--- src/rtl/j1_boot_loader_if.sv ---
// Byte-stream input and j1 program-memory write port of the boot loader.
// The loader binds to the slave modport; the byte source / memory side uses master.
interface j1_boot_loader_if;
  logic [7:0]  in_data;
  logic        in_valid;
  logic        in_ready;
  logic [15:0] pgm_addr;
  logic [15:0] pgm_data;
  logic        pgm_we;

  modport master (
    output in_data, in_valid,
    input  in_ready, pgm_addr, pgm_data, pgm_we
  );

  modport slave (
    input  in_data, in_valid,
    output in_ready, pgm_addr, pgm_data, pgm_we
  );
endinterface

--- src/rtl/j1_boot_loader.sv ---
// j1 boot sequencer: holds the CPU in reset, receives a framed, checksummed image
// from a byte stream, writes it into program memory and then releases the CPU.
module j1_boot_loader #(
  parameter int unsigned MAX_WORDS = 8192,
  parameter int unsigned TIMEOUT   = 1000000,
  parameter bit          REARM     = 1'b1
) (
  input  logic            sys_clk_i,
  input  logic            sys_rst_i,
  j1_boot_loader_if.slave bus,
  output logic            cpu_rst_o,
  output logic            load_done,
  output logic            load_err
);

  typedef enum logic [2:0] {
    S_SYNC, S_CNTL, S_CNTH, S_DLO, S_DHI, S_CSUM, S_RUN
  } state_t;

  localparam logic [7:0] SYNC_BYTE = 8'hA5;
  // Timer only has to hold 0..TIMEOUT-1; expiry is detected on the last count.
  localparam int unsigned TW = (TIMEOUT > 1) ? $clog2(TIMEOUT) : 1;
  localparam logic [TW-1:0] TLIM = (TIMEOUT == 0) ? '0 : TW'(TIMEOUT - 1);

  state_t        state_q, state_d;
  logic [15:0]   count_q, count_d;
  logic [15:0]   index_q, index_d;
  logic [7:0]    lo_q, lo_d;
  logic [7:0]    sum_q, sum_d;
  logic [TW-1:0] timer_q, timer_d;
  logic          err_q, err_d;
  logic          we_q, we_d;
  logic [15:0]   addr_q, addr_d;
  logic [15:0]   data_q, data_d;

  logic          ready;
  logic          accept;
  logic          in_frame;
  logic [7:0]    sum_add;
  logic [15:0]   index_inc;
  logic [15:0]   count_new;

  always_comb begin
    ready     = !sys_rst_i && !(state_q == S_RUN && !REARM);
    accept    = bus.in_valid && ready;
    in_frame  = (state_q == S_CNTL) || (state_q == S_CNTH) || (state_q == S_DLO) ||
                (state_q == S_DHI)  || (state_q == S_CSUM);
    sum_add   = sum_q + bus.in_data;
    index_inc = index_q + 16'd1;
    count_new = {bus.in_data, count_q[7:0]};

    state_d = state_q;
    count_d = count_q;
    index_d = index_q;
    lo_d    = lo_q;
    sum_d   = sum_q;
    timer_d = in_frame ? timer_q + 1'b1 : '0;
    err_d   = err_q;
    we_d    = 1'b0;
    addr_d  = addr_q;
    data_d  = data_q;

    if (accept) begin
      timer_d = '0;
      case (state_q)
        S_SYNC, S_RUN: begin
          if (bus.in_data == SYNC_BYTE) begin
            err_d   = 1'b0;
            sum_d   = '0;
            index_d = '0;
            state_d = S_CNTL;
          end
        end
        S_CNTL: begin
          count_d[7:0] = bus.in_data;
          state_d      = S_CNTH;
        end
        S_CNTH: begin
          count_d = count_new;
          if (count_new == 16'd0 || 32'(count_new) > MAX_WORDS) begin
            err_d   = 1'b1;
            state_d = S_SYNC;
          end else begin
            state_d = S_DLO;
          end
        end
        S_DLO: begin
          lo_d    = bus.in_data;
          sum_d   = sum_add;
          state_d = S_DHI;
        end
        S_DHI: begin
          sum_d   = sum_add;
          we_d    = 1'b1;
          addr_d  = {index_q[14:0], 1'b0};
          data_d  = {bus.in_data, lo_q};
          index_d = index_inc;
          state_d = (index_inc < count_q) ? S_DLO : S_CSUM;
        end
        S_CSUM: begin
          if (sum_add == 8'h00) begin
            state_d = S_RUN;
          end else begin
            err_d   = 1'b1;
            state_d = S_SYNC;
          end
        end
        default: state_d = S_SYNC;
      endcase
    end else if (in_frame && TIMEOUT != 0 && timer_q == TLIM) begin
      err_d   = 1'b1;
      timer_d = '0;
      state_d = S_SYNC;
    end
  end

  always_ff @(posedge sys_clk_i) begin
    if (sys_rst_i) begin
      state_q <= S_SYNC;
      count_q <= '0;
      index_q <= '0;
      lo_q    <= '0;
      sum_q   <= '0;
      timer_q <= '0;
      err_q   <= 1'b0;
      we_q    <= 1'b0;
      addr_q  <= '0;
      data_q  <= '0;
    end else begin
      state_q <= state_d;
      count_q <= count_d;
      index_q <= index_d;
      lo_q    <= lo_d;
      sum_q   <= sum_d;
      timer_q <= timer_d;
      err_q   <= err_d;
      we_q    <= we_d;
      addr_q  <= addr_d;
      data_q  <= data_d;
    end
  end

  // CPU reset and done flag follow the RUN state directly, so they change on
  // the clock that enters or leaves RUN.
  assign cpu_rst_o    = (state_q != S_RUN);
  assign load_done    = (state_q == S_RUN);
  assign load_err     = err_q;
  assign bus.in_ready = ready;
  assign bus.pgm_we   = we_q;
  assign bus.pgm_addr = addr_q;
  assign bus.pgm_data = data_q;

endmodule

--- src/flat_wrapper.sv ---
// flat-port wrapper written by rule: the top's interface ports become plain ports
module j1_boot_loader_flat 
#(
  parameter int unsigned MAX_WORDS = 8192,
  parameter int unsigned TIMEOUT   = 1000000,
  parameter bit          REARM     = 1'b1
)
  (sys_clk_i, sys_rst_i, cpu_rst_o, load_done, load_err, bus_in_data, bus_in_valid, bus_in_ready, bus_pgm_addr, bus_pgm_data, bus_pgm_we);
  j1_boot_loader_if bus_i ();
  input  logic sys_clk_i;
  input  logic sys_rst_i;
  output logic cpu_rst_o;
  output logic load_done;
  output logic load_err;
  input wire logic [$bits(bus_i.in_data)-1:0] bus_in_data;
  input wire logic [$bits(bus_i.in_valid)-1:0] bus_in_valid;
  output wire logic [$bits(bus_i.in_ready)-1:0] bus_in_ready;
  output wire logic [$bits(bus_i.pgm_addr)-1:0] bus_pgm_addr;
  output wire logic [$bits(bus_i.pgm_data)-1:0] bus_pgm_data;
  output wire logic [$bits(bus_i.pgm_we)-1:0] bus_pgm_we;
  assign bus_i.in_data = bus_in_data;
  assign bus_i.in_valid = bus_in_valid;
  assign bus_in_ready = bus_i.in_ready;
  assign bus_pgm_addr = bus_i.pgm_addr;
  assign bus_pgm_data = bus_i.pgm_data;
  assign bus_pgm_we = bus_i.pgm_we;
  j1_boot_loader #(.MAX_WORDS(MAX_WORDS), .TIMEOUT(TIMEOUT), .REARM(REARM)) u_core (.sys_clk_i(sys_clk_i), .sys_rst_i(sys_rst_i), .bus(bus_i), .cpu_rst_o(cpu_rst_o), .load_done(load_done), .load_err(load_err));
endmodule
--- config.mk ---
export PLATFORM = sky130hd
export DESIGN_NAME = j1_boot_loader_flat
export DESIGN_NICKNAME = d
export VERILOG_FILES = /design/src/rtl/j1_boot_loader_if.sv /design/src/rtl/j1_boot_loader.sv /design/src/flat_wrapper.sv
export SDC_FILE = /design/constraint.sdc
export NUM_CORES = 1
export LEC_CHECK = 0
export BUFFER_PORTS_ARGS = -buffer_cell sky130_fd_sc_hd__buf_4
export CAP_MARGIN = 20
export CORE_MARGIN = 5
export CORE_UTILIZATION = 50
export DETAILED_ROUTE_END_ITERATION = 10
export PLACE_DENSITY = 0.69
export SLEW_MARGIN = 10
export SYNTH_ARGS = -nofsm -noshare
export SYNTH_HDL_FRONTEND = slang
export SYNTH_SLANG_ARGS = --single-unit
--- constraint.sdc ---
create_clock -name sys_clk_i -period 4.2 [get_ports sys_clk_i]
set_clock_uncertainty 0.05 [all_clocks]
set_input_delay 0.84 -clock sys_clk_i [delete_from_list [all_inputs] [get_ports sys_clk_i]]
set_output_delay 0.84 -clock sys_clk_i [all_outputs]
set_load 0.005 [all_outputs]
# After elaboration in Yosys (flattened, before gate mapping)

Index checks and enable logic that the tools add are counted.

Add/sub/neg operators: 3
$lt $le $gt $ge: 2
Equal/unequal tests: 14
Mux-type cells: 18
Bitwise gates (word level): 2
Reduce and logical (&&, ||, !) cells: 26

Operators by type and width:

| kind                                                 | number |
|---|---|
| one-hot mux 16 bit (2 select lines)                  | 1 |
| adder 20 x 1 -> 20 bit, second input constant        | 1 |
| == test 20 bit, second input constant                | 1 |
| one-hot mux 3 bit (6 select lines)                   | 1 |
| adder 16 x 1 -> 16 bit, second input constant        | 1 |
| > comparator 16 x 14 -> 1 bit, second input constant | 1 |
| zero test 16 bit                                     | 1 |
| < comparator 16 bit                                  | 1 |
| two-way mux 16 bit                                   | 1 |
| one-hot mux 8 bit (2 select lines)                   | 1 |
| two-way mux 3 bit                                    | 5 |
| != test 3 bit, second input constant                 | 4 |
| AND reduction 2 bit                                  | 5 |
| == test 3 bit, second input constant                 | 3 |
| adder 8 bit                                          | 1 |
| == test 8 bit, second input constant                 | 1 |
| zero test 8 bit                                      | 1 |
| two-way mux 8 bit                                    | 1 |
| == test 3 x 2 -> 1 bit, second input constant        | 2 |
| two-way mux 1 bit                                    | 6 |
| AND reduction 3 bit                                  | 2 |
| nonzero test 2 bit                                   | 3 |
| OR reduction 2 bit                                   | 3 |
| logical OR 1 bit                                     | 5 |
| 11 further kinds                                     | 13 |

Flip-flop bits (word level): 104
Output and inout port bits: 37
Word-level logic and storage cells: 76

# Logic depth before layout (Yosys ltp)

Depth after elaboration: 8
Depth in mapped cells: 14
Gate-level depth less buffers: 12

# Least setup slack after synthesis

OpenSTA, ideal clock, no wires.

Kind: reg-to-reg
Start: reg u_core.index_q[0]
End: reg u_core.state_q[2]
Setup time: 119 ps
Arrival: 2786 ps
Required time: 4031 ps
Path slack: 1245 ps
Cell stages (with the launch flop): 13
Clock period less this slack: 2955 ps
Path through: dfxtp_1 > ha_1 > nand3_1 > nor3_1 > nand3_1 > xnor2_1 > ha_1 > o21ai_0 > nor2_1 > a211oi_1 > o21ba_2 > o22ai_1 > o221a_1

Longest elaborated chain between the ends: 5

RTL lines:

| what                               | line                  | text |
|---|---|---|
| from (decl)                        | j1_boot_loader.sv:27  | `logic [15:0] index_q, index_d;` |
| from (signal assigned)             | j1_boot_loader.sv:132 | `index_q <= index_d;` |
| adder 16 x 1 -> 16 bit             | j1_boot_loader.sv:49  | `index_inc = index_q + 16'd1;` |
| < comparator 16 bit                | j1_boot_loader.sv:98  | `state_d = (index_inc < count_q) ? S_DLO : S_CSUM;` |
| two-way mux 3 bit                  | j1_boot_loader.sv:98  |  |
| one-hot mux 3 bit (6 select lines) | j1_boot_loader.sv:65  | `case (state_q)` |
| two-way mux 3 bit                  | j1_boot_loader.sv:63  | `if (accept) begin` |
| to (signal assigned)               | j1_boot_loader.sv:130 | `state_q <= state_d;` |
| to (decl)                          | j1_boot_loader.sv:25  | `state_t state_q, state_d;` |

Every way passes these cells.
A chain may end at the register's enable or synchronous reset.

# Final worst setup path

Same ends and word-level chain as after synthesis.

==> out/metrics.cfg <==
[outcome]
status=finished clean

[cts]
post_cts_buffers=0
htree_levels=3
cts_root_buffer=clkbuf_8
clock_sinks=104
cts_resized=0
hold_buffers=0
insertion_delay_ns=0.37
clk_transition_reported_paths_ns=0.10
ctsLongestPathBuffers=2
cts_buffers=9
cts_tree=done

[global_route]
grt_usage=0.1870
grt_antenna_before_repair=0
overflow=0
grt_pass1_wl_um=19240
grt_max_degree=53
grt_pass1_vias=3974

[timing]
period_needed_ns=3.472
slew_headroom=0.3271
worst_pin_slew_ns=1.006
fmaxAchievable_ghz=0.2880
hold_violations=0
setup_violations=0
tns_ns=0
hold_slack_ns=0.4114
drv_slew=0
fin_crit_sh=0.8266
rsz0062_at_grt=no

[power_and_ir_drop]
combinationalPowerShare=0.032
seqPwrFrac=0.587
p_leak_nw=2.164
ir_drop_mv=0.1260
p_sw_w=0.0003957
netSwitchingFraction=0.2357
pwr-share-clk=0.381
p_int_w=0.001283
cellPowerDensity_nw_per_um2=295.7

[logic_synthesis]
netlist_instances=623
synth_ff_type=dfxtp_1
synth_top_area_frac=0.4095
synthArstFlopShare=0
synth_edf_count=0
synth_top_family_by_area=simple AND/OR/NAND/NOR gates
synth_fp_nets=659
synth.mux.area_fraction=0.002215
ys_seq_elements=104
synthTopCellsByCount=104 x dfxtp_1, 93 x nand2_1, 61 x o21ai_0, 56 x nor2_1, 30 x inv_1
ys_seq_area_frac=0.4095
synth-compound-area-share=0.1750
yosys.area_share.simple=0.2328
synth.top_cells.by_area=dfxtp_1 41%, nand2_1 6.9%, o21ai_0 6.0%, ha_1 5.9%, nor2_1 4.1%
synth_xor_area_frac=0.06375
syn_area_sq_um=5084
syn_area_per_cell_sq_um=8.160
yosysUniqueCellTypes=61
synth_warnings=0
synth.most_common_cell=dfxtp_1
synth_fa_ha_area_frac=0.06301
synth_area_leader_cell=dfxtp_1

[route]
drt_pass1_iterations=5
vias=4338
wire_per_inst_um=14.48
routed_via_density=5.491
antenna_left=0
drt_wl_total_um=11440
drtIter0Drc=266
drc_errors=0

[critical_path]
setup.worst_path.start_class=flop
timing.rr.end=u_core.state_q[2]
crit_required_ns=4.42
path_class=flop to flop
crit_start=u_core.index_q[0]
worst-r2r-cell-count=12
arrival_ns=3.69
path_max_fanout=7
r2r-start=u_core.index_q[0]
cp-end-kind=flop
rrSetupSlack_ns=0.73
crit_path_end=u_core.state_q[2]

[floorplanning]
die_y_um=110.8
fp-row-count=36
ios=48
initial_core_util=0.5153
die_width_um=110.8
dieArea_sq_um=12280
core_area_sq_um=9864

[finish]
n_antenna_cell=0
fin_nets=688
area_growth_pct=11.69
final_layout_size_suffix_gt1_frac=0.1263

[min_path]
min_path_cells=2
hold_class=flop to flop

[placement]
dpl.hpwl_um=8109
globalplace.congestion=0.8881
io_buffer_count=46

[flow_run]
cap_viol_max_count=0

-- worst max-delay path, stage by stage, from the launching register on --
cell	delay (ns)
dfxtp_1	0.48
ha_1	0.28
nand3_1	0.19
nor3_1	0.62
nand3_1	0.17
xnor2_1	0.27
ha_1	0.30
o21ai_0	0.15
nor2_1	0.07
a211oi_1	0.28
o21ba_2	0.19
o22ai_1	0.07
o221a_1	0.23
-- layout make-up --
cell class              instances  area (sq um)
flip-flops and latches        104          2082
well taps                     133         166.4
clock buffers                   9         123.9
repair buffers                 50         375.4
clock inverters                 7         77.57
multi-input cells             455          2733
inverters                      32         120.1
fillers                       908          4187
-- registers in the layout, indices dropped and copies added, names as in the netlist --
name                 count
u_core.index_q          16
u_core.bus.pgm_data     16
u_core.sum_q             8
u_core.lo_q              8
u_core.bus.pgm_we        1
u_core.state_q           3
u_core.load_err          1
u_core.bus.pgm_addr     15
u_core.count_q          16
u_core.timer_q          20
-- metal layers --
layer / track usage / vias to the layer above / wire [um]
met4: 0.05172 / 0 / 102
met2: 0.3034 / 103 / 5345
met5: 0 / - / 0
li1: - / 2211 / -
met1: 0.2544 / 2010 / 5433
met3: 0.03548 / 14 / 555
-- layout by cell type (no fill, tap or decap), types with 2 or more instances in the layout --
cell	n
clkbuf_8	9
nor2b_4	2
ha_1	24
or3_1	9
nor2_1	56
xnor2_1	22
nor4b_1	2
or2_2	2
nor3_1	10
o21ai_0	61
and2_1	5
a31oi_1	2
o21bai_1	3
a22oi_1	14
o31ai_1	16
inv_1	30
inv_2	2
clkinv_2	2
nor2b_1	3
buf_4	50
nand2b_1	3
xor2_1	15
nand2_1	93
a21oi_1	27
nand3_1	29
a211o_1	2
and3_1	6
nand4_1	3
nand3b_1	5
and4_1	2
a21o_1	3
nor4_1	5
dfxtp_1	104
clkinv_4	2
a211oi_1	6
-- power groups by stage --
stage | clock network, W | registers (W) | logic, W
floorplan | 0 | 0.00101 | 0.0000290
global route | 0.000701 | 0.000986 | 0.0000591
detailed placement | 0 | 0.00101 | 0.0000543
global placement | 0 | 0.00101 | 0.0000536
CTS | 0.000655 | 0.000986 | 0.0000544
finish | 0.000639 | 0.000986 | 0.0000545
-- worst min-delay path by stage --
| stage | from | endpoint |
|---|---|---|
| 6_report | u_core.bus.pgm_data[6] | u_core.bus.pgm_data[6] |
| 5_1_grt | u_core.bus.pgm_addr[6] | u_core.bus.pgm_addr[6] |
| 4_1_cts | u_core.lo_q[3] | u_core.bus.pgm_data[3] |
| 3_5_place_dp | u_core.lo_q[3] | u_core.bus.pgm_data[3] |
| 3_3_place_gp | u_core.lo_q[6] | u_core.bus.pgm_data[6] |
| 2_1_floorplan | u_core.lo_q[0] | u_core.bus.pgm_data[0] |
-- logic make-up (layout without fill, tap and decap cells) --
family / Yosys count / in the layout
compound gates: 146 / 146
xor+xnor: 37 / 37
fa+ha+maj: 25 / 25
buf+inv: 64 / 98
flops: 104 / 104
mux: 1 / 1
other cells: 1 / 1
simple gates: 245 / 245
-- through the flow --
| stage | utilization | std cells | power (W) | setup slack, ns | instance area [sq um] |
|---|---|---|---|---|---|
| 2_1_floorplan | - | 623 | 0.001037 | 1.245 | 5084 |
| 3_3_place_gp | 0.5552 | 774 | 0.001062 | 0.9760 | 5477 |
| 3_5_place_dp | 0.5552 | 774 | 0.001063 | 0.8025 | 5477 |
| 4_1_cts | 0.5756 | 790 | 0.001695 | 0.7774 | 5678 |
| 5_1_grt | 0.5756 | 790 | 0.001747 | 0.4840 | 5678 |
| 6_report | 0.5756 | 790 | 0.001679 | 0.7282 | 5678 |
Power figures use the tool's default switching activity.
